<file path="config.mk">
export PLATFORM = sky130hd
export DESIGN_NAME = wb_rr_arbiter
export DESIGN_NICKNAME = d
export VERILOG_FILES = /design/src/rtl/wb_rr_arbiter.sv
export SDC_FILE = /design/constraint.sdc
export NUM_CORES = 1
export LEC_CHECK = 0
export ABC_AREA = 1
export CORE_ASPECT_RATIO = 1.5
export CORE_MARGIN = 2
export CORE_UTILIZATION = 33
export CTS_BUF_LIST = sky130_fd_sc_hd__clkbuf_4
export DETAILED_ROUTE_END_ITERATION = 10
export GPL_TIMING_DRIVEN = 0
export MAX_ROUTING_LAYER = met4
export PLACE_DENSITY = 0.85
export RECOVER_POWER = 100
export SYNTH_ARGS = -nofsm -noshare
export SYNTH_HDL_FRONTEND = slang
export SYNTH_SLANG_ARGS = --single-unit
</file>
<file path="constraint.sdc">
create_clock -name i_clk -period 2.7 [get_ports i_clk]
set_clock_uncertainty 0.15 [all_clocks]
set_input_delay 0.54 -clock i_clk [delete_from_list [all_inputs] [get_ports i_clk]]
set_output_delay 0.54 -clock i_clk [all_outputs]
set_load 0.01 [all_outputs]
</file>
<file path="src/rtl/wb_rr_arbiter.sv">
// Three-master round-robin Wishbone arbiter with burst pass-through and a
// stall watchdog. m0 = dcache, m1 = icache, m2 = debug/DMA.
// A grant is held for the whole tenure (m_cyc of the owner high). A stalled
// strobe is terminated with a generated error after TIMEOUT unanswered cycles.
// TIMEOUT must be >= 2 and fit in 8 bits.
module wb_rr_arbiter #(
  parameter int ADDR_W  = 24,
  parameter int DATA_W  = 16,
  parameter int SEL_W   = 2,
  parameter int TIMEOUT = 255
) (
  input  logic                i_clk,
  input  logic                i_rst,
  input  logic [2:0]          m_cyc,
  input  logic [2:0]          m_stb,
  input  logic [2:0]          m_we,
  input  logic [3*ADDR_W-1:0] m_adr,
  input  logic [3*DATA_W-1:0] m_o_dat,
  input  logic [3*SEL_W-1:0]  m_sel,
  input  logic [2:0]          m_4_burst,
  input  logic [2:0]          m_8_burst,
  output logic [2:0]          m_ack,
  output logic [2:0]          m_err,
  output logic                owb_cyc,
  output logic                owb_stb,
  output logic                owb_we,
  output logic [ADDR_W-1:0]   owb_adr,
  output logic [DATA_W-1:0]   owb_o_dat,
  output logic [SEL_W-1:0]    owb_sel,
  output logic                owb_4_burst,
  output logic                owb_8_burst,
  input  logic                owb_ack,
  input  logic                owb_err,
  output logic [1:0]          o_grant,
  output logic                o_timeout
);

  typedef enum logic [1:0] {ST_IDLE, ST_OWN, ST_ABORT} state_t;

  localparam logic [1:0] NO_GRANT  = 2'd3;
  localparam logic [7:0] WDOG_LAST = 8'(TIMEOUT - 1);

  state_t      state_reg, state_next;
  logic [1:0]  grant_reg, grant_next;
  logic [1:0]  last_reg, last_next;
  logic [7:0]  wdog_reg, wdog_next;
  logic        timeout_reg, fire;
  logic [1:0]  cand_a, cand_b, pick;

  logic [ADDR_W-1:0] adr_arr [3];
  logic [DATA_W-1:0] dat_arr [3];
  logic [SEL_W-1:0]  sel_arr [3];

  // Unpack the flat per-master buses so the grant mux is a plain array index.
  generate
    for (genvar gi = 0; gi < 3; gi++) begin : g_unpack
      assign adr_arr[gi] = m_adr[gi*ADDR_W +: ADDR_W];
      assign dat_arr[gi] = m_o_dat[gi*DATA_W +: DATA_W];
      assign sel_arr[gi] = m_sel[gi*SEL_W +: SEL_W];
    end
  endgenerate

  // Modulo-3 successor of a master index.
  function automatic logic [1:0] rr_next(input logic [1:0] x);
    return (x >= 2'd2) ? 2'd0 : x + 2'd1;
  endfunction

  // Round-robin pick: search last+1, last+2, then last itself.
  always_comb begin
    cand_a = rr_next(last_reg);
    cand_b = rr_next(cand_a);
    pick   = NO_GRANT;
    if (m_cyc[cand_a])
      pick = cand_a;
    else if (m_cyc[cand_b])
      pick = cand_b;
    else if (m_cyc[last_reg])
      pick = last_reg;
  end

  // Bus mux and response routing; everything is zero unless a live owner exists.
  always_comb begin
    owb_cyc     = 1'b0;
    owb_stb     = 1'b0;
    owb_we      = 1'b0;
    owb_adr     = '0;
    owb_o_dat   = '0;
    owb_sel     = '0;
    owb_4_burst = 1'b0;
    owb_8_burst = 1'b0;
    m_ack       = 3'b000;
    m_err       = 3'b000;
    o_grant     = (state_reg == ST_IDLE) ? NO_GRANT : grant_reg;
    o_timeout   = timeout_reg;
    case (state_reg)
      ST_OWN: begin
        // Owner dropping cyc releases the bus in the same cycle.
        if (m_cyc[grant_reg]) begin
          owb_cyc            = 1'b1;
          owb_stb            = m_stb[grant_reg];
          owb_we             = m_we[grant_reg];
          owb_adr            = adr_arr[grant_reg];
          owb_o_dat          = dat_arr[grant_reg];
          owb_sel            = sel_arr[grant_reg];
          owb_4_burst        = m_4_burst[grant_reg];
          owb_8_burst        = m_8_burst[grant_reg];
          m_ack[grant_reg]   = owb_ack;
          m_err[grant_reg]   = owb_err;
        end
      end
      ST_ABORT: begin
        // Only the first ABORT cycle carries the generated error; slave acks are dropped.
        m_err[grant_reg] = timeout_reg;
      end
      default: ;
    endcase
  end

  // Next-state, grant bookkeeping and watchdog counting.
  always_comb begin
    state_next = state_reg;
    grant_next = grant_reg;
    last_next  = last_reg;
    wdog_next  = 8'd0;
    fire       = 1'b0;
    case (state_reg)
      ST_IDLE: begin
        if (pick != NO_GRANT) begin
          grant_next = pick;
          last_next  = pick;
          state_next = ST_OWN;
        end
      end
      ST_OWN: begin
        if (!m_cyc[grant_reg]) begin
          state_next = ST_IDLE;
          grant_next = NO_GRANT;
        end else if (owb_stb && !owb_ack && !owb_err) begin
          // A response in the would-be firing cycle wins, so only an
          // unanswered strobe at the last count fires.
          if (wdog_reg == WDOG_LAST) begin
            fire       = 1'b1;
            state_next = ST_ABORT;
          end else if (wdog_reg != 8'hFF) begin
            wdog_next = wdog_reg + 8'd1;
          end else begin
            wdog_next = wdog_reg;
          end
        end
      end
      ST_ABORT: begin
        if (!m_cyc[grant_reg]) begin
          state_next = ST_IDLE;
          grant_next = NO_GRANT;
        end
      end
      default: begin
        state_next = ST_IDLE;
        grant_next = NO_GRANT;
      end
    endcase
  end

  // State register; reset gives m0 first priority (last = 2).
  always_ff @(posedge i_clk or posedge i_rst) begin
    if (i_rst) begin
      state_reg   <= ST_IDLE;
      grant_reg   <= NO_GRANT;
      last_reg    <= 2'd2;
      wdog_reg    <= 8'd0;
      timeout_reg <= 1'b0;
    end else begin
      state_reg   <= state_next;
      grant_reg   <= grant_next;
      last_reg    <= last_next;
      wdog_reg    <= wdog_next;
      timeout_reg <= fire;
    end
  end

endmodule

</file>
==> impl_results.rst <==
.. list-table::
   :header-rows: 1

   * - Metric
     - Value
   * - Most repeated cell in the gate-level netlist after synthesis
     - sky130_fd_sc_hd__nand2_1
   * - Status
     - complete, no violations
   * - Storage element area
     - roughly 380 µm²
   * - Cell with the largest stage delay on the worst path
     - sky130_fd_sc_hd__dfstp_2
   * - Leading post-synthesis cells by instance count
     - sky130_fd_sc_hd__nand2_1 (187), sky130_fd_sc_hd__a31oi_1 (46), sky130_fd_sc_hd__inv_1 (25)
   * - Share of synthesized area occupied by flip-flops and latches
     - 19.0%
   * - Antenna Diode Count
     - 0
   * - Wire length of the first global-routing pass
     - 16.4 mm
   * - Routed wire per std cell
     - 17.0 µm
   * - Std-Cell Rows
     - 34
   * - Final setup violation count
     - 0
   * - Worst-Margin Slew
     - around 0.60 ns
   * - Yosys cell types
     - 28
   * - Initial drt markers
     - 150
   * - Nets
     - 728
   * - Number of standard cells in the layout, taps in and fillers out
     - between 600 and 700
   * - Highest net fanout along the worst path
     - 10
   * - Area contributors post-synth
     - sky130_fd_sc_hd__nand2_1 (35%), sky130_fd_sc_hd__dfrtp_1 (15%), sky130_fd_sc_hd__a31oi_1 (14%)
   * - Warnings from Yosys
     - 0
   * - Root Buffer Master
     - sky130_fd_sc_hd__clkbuf_4
   * - Synthesized-area fraction occupied by and/or/nand/nor cells
     - about half
   * - Number of enable flip-flop cells after synthesis
     - 0
   * - GP Congestion
     - between 0.9 and 1
   * - Power per unit of standard cell area
     - around 600 nW/µm²
   * - Synth Register Bits
     - 15
   * - Clock transition at the registers of the reported paths
     - around 0.09 ns
   * - Synth Flop Type
     - sky130_fd_sc_hd__dfrtp_1
   * - Worst hold endpoint
     - grant_reg[1]
   * - CTS tree
     - yes
   * - Final worst hold slack
     - 0.366 ns
   * - Leakage power of the design
     - approximately 0.0018 µW
   * - Fin area
     - approximately 4100 µm²
   * - Number of hold-repair buffers added at the cts stage
     - 0
   * - Initial antenna violation count
     - 0
   * - Core area
     - 5830 µm²
   * - Number of hold-slack violations in the final timing report
     - 0
   * - Syn_area_per_cell
     - 5.41 µm²
   * - Clk_lat worst skew
     - 0.29 ns
   * - Via Count
     - about 3300
   * - Number of detailed-routing iterations run before antenna repair
     - 4
   * - Effective utilization at floorplan
     - about a third
   * - Maximum level of the CTS H-tree
     - 1
   * - Number of routed nets with antenna violations
     - 0
   * - Count of cells along the worst hold path
     - 2
   * - Setup repair after global routing missed its margin
     - true
   * - Library cell with the largest summed area after synthesis
     - sky130_fd_sc_hd__nand2_1
   * - FFs w/ async S/R, synth
     - 100%
   * - Fraction of synthesized area in multiplexers
     - 0%
   * - Clock sink total
     - 15
   * - Highest attainable clock frequency
     - ~0.38 GHz
   * - Adder-cell area share of the yosys netlist
     - 3.13%
   * - Worst IR drop on VDD
     - between 400 and 500 µV
   * - Tightest slew margin relative to the limit
     - 59.9%
   * - Reg2Reg Depth
     - 10
   * - Global Route Usage Sum
     - between 30% and 40%
   * - Floorplan die width
     - 67.5 µm
   * - Flip-flop count of the largest register after layout
     - 8
   * - Number of global-route vias before repair
     - between 3000 and 4000
   * - Final worst path period need
     - 2.65 ns
   * - Wire length after detailed routing
     - about 11 mm
   * - Buffers on Ports
     - 200
   * - Detail Route met2 WL
     - 5.18 mm
   * - Crit-path cells
     - nand3_1, nand3_2, nand2_4, buf_8, buf_12, a31oi_1, dlygate4sd2_1
   * - Area taken by multi-input logic gates
     - approximately 1500 µm²
   * - Area fraction of the dominant cell type after synthesis
     - a little over a third
   * - Period utilisation layout
     - a little over nine tenths
   * - Final-layout setup total negative slack
     - 0 ns
   * - Drc violations
     - 0
   * - Slowest Stage Delay on Critical Path
     - 0.61 ns
   * - Highest metal layer used by the detailed router
     - met4
   * - Met1 Routed Length
     - between 4 and 5 mm
   * - Combinational family with the most area after synthesis
     - simple AND/OR/NAND/NOR gates
   * - Category of cells accounting for the largest share of critical-path delay
     - flip-flops
   * - Die area
     - between 6000 and 7000 µm²
   * - Filler cell count in the final layout
     - 522
   * - Cell area after placement
     - 4090 µm²
   * - Layout Utilization
     - between 70% and 80%
   * - Startpoint class of the critical path
     - flop
   * - Fraction of final layout cells with drive strength greater than 1
     - 13.0%
   * - Count of pins over their slew limit
     - 0
   * - Placed cell count
     - about 640
   * - Net Count, Synth
     - approximately 520
   * - Worst R2R End
     - state_reg[1]
   * - Setup slack of the worst register-to-register path
     - ~0.75 ns
   * - Half-perimeter wire length after placement
     - approximately 9.0 mm
   * - Die boundary height
     - 99.2 µm
   * - Worst Hold Launch
     - grant_reg[1]
   * - Reg2reg start
     - last_reg[1]
   * - Path class of the lowest-slack min-delay path
     - reg -> reg
   * - Post-Synthesis Cell Area
     - about 2000 µm²
   * - Crit Path Category
     - reg -> out
   * - Residual overflow from global routing
     - 0
   * - Max Buffers Root-to-Sink
     - 2
   * - Mapped Cells
     - around 370
   * - Layout overhead on the synthesized area
     - 107%
   * - XOR/XNOR Fraction of Synth Area
     - 0%
   * - Worst path required time
     - 2.01 ns
   * - Met3 layer wire length in the routed design
     - ~1.4 mm
   * - Per-cell via count in the routed design
     - roughly 5.1
   * - Max-capacitance violation count
     - 0
   * - Ports
     - 201
   * - Critical path capture point type
     - output pin
   * - Clock buffer count from CTS
     - 3
   * - Post-synthesis compound-gate area fraction
     - a little under a fifth
   * - Critical path buffers and inverters
     - 3
   * - Largest net degree at the start of global routing
     - 16
   * - Arrival time reported for the critical path endpoint
     - between 1.5 and 2 ns
## final cells by class
class	count	area share [%]
repair buffers	204	45.4
clock buffers	3	0.544
plain buffers	18	4.02
well taps	72	2.18
inverters	30	2.84
multi-input cells	306	35.7
flip-flops and latches	15	9.16
clock inverters	1	0.121
## worst max path at each step
| stage | from | endpoint | slack [ns] | cells after the start |
|---|---|---|---|---|
| floorplan | grant_reg[1] | owb_adr[10] | 0.64 | 6 |
| global placement | m_cyc[2] | owb_adr[21] | -0.72 | 8 |
| detailed placement | m_cyc[2] | owb_adr[21] | -0.70 | 8 |
| CTS | grant_reg[0] | owb_adr[2] | 0.0009 | 6 |
| global route | grant_reg[0] | owb_adr[22] | -0.03 | 8 |
| finish | grant_reg[0] | owb_adr[22] | 0.05 | 7 |
## what timing repair did
action	CTS	global route
pin swaps	0	2
setup endpoints to repair	53	48
gates resized for setup	104	72
setup buffers	0	4
## cells by family (layout without fill, tap and decap cells)
family | count (synthesis) | in the layout
AO/OA/AOI/OAI | 59 | 59
adder cells (fa/ha/maj) | 5 | 5
buffers and inverters | 48 | 256
flip-flops | 15 | 15
AND/OR/NAND/NOR | 242 | 242
## routing by layer
metal	up-vias	GRT usage [%]
met5	-	-
met4	0	8.63
met3	25	13.2
met2	158	52.9
met1	1479	36.4
li1	1625	-
## power by group
group	switching, µW	internal (µW)
logic	1120	810
registers	66.2	287
clock network	77.0	55.2
## cell usage in the layout (no fill, tap or decap), types with 2 or more instances in the layout
master,Yosys,routed
sky130_fd_sc_hd__nor3_1,3,3
sky130_fd_sc_hd__dlygate4sd1_1,0,2
sky130_fd_sc_hd__dfstp_2,3,2
sky130_fd_sc_hd__o21ai_0,3,3
sky130_fd_sc_hd__nand2_2,3,4
sky130_fd_sc_hd__nand3_1,18,19
sky130_fd_sc_hd__a31oi_4,0,3
sky130_fd_sc_hd__dlygate4sd2_1,0,25
sky130_fd_sc_hd__clkbuf_1,1,2
sky130_fd_sc_hd__clkbuf_4,0,11
sky130_fd_sc_hd__dfrtp_1,12,12
sky130_fd_sc_hd__dlygate4sd3_1,0,4
sky130_fd_sc_hd__clkbuf_2,0,12
sky130_fd_sc_hd__clkdlybuf4s50_1,0,141
sky130_fd_sc_hd__a21oi_1,6,7
sky130_fd_sc_hd__buf_4,3,11
sky130_fd_sc_hd__buf_8,0,2
sky130_fd_sc_hd__inv_1,25,25
sky130_fd_sc_hd__a31oi_2,0,4
sky130_fd_sc_hd__nor2_1,20,21
sky130_fd_sc_hd__nor2_2,4,3
sky130_fd_sc_hd__inv_4,0,2
sky130_fd_sc_hd__a31oi_1,46,39
sky130_fd_sc_hd__clkdlybuf4s15_1,0,2
sky130_fd_sc_hd__buf_2,13,9
sky130_fd_sc_hd__ha_1,5,5
sky130_fd_sc_hd__inv_2,5,3
sky130_fd_sc_hd__nand2_1,187,185
## per-stage QoR
| stage | worst slack (ns) | power, µW |
|---|---|---|
| floorplan | 0.639 | 1360 |
| global placement | -0.720 | 2130 |
| detailed placement | -0.704 | 2170 |
| CTS | 0.000852 | 2310 |
| global route | -0.0350 | 2640 |
| finish | 0.0520 | 2420 |
## tightest hold or removal path, stage by stage (launching register included)
cell                      delay, ns
sky130_fd_sc_hd__dfstp_2       0.41
sky130_fd_sc_hd__nand2_1       0.07
sky130_fd_sc_hd__nand2_1       0.04
Note: power is estimated with default switching activity, not from simulation.
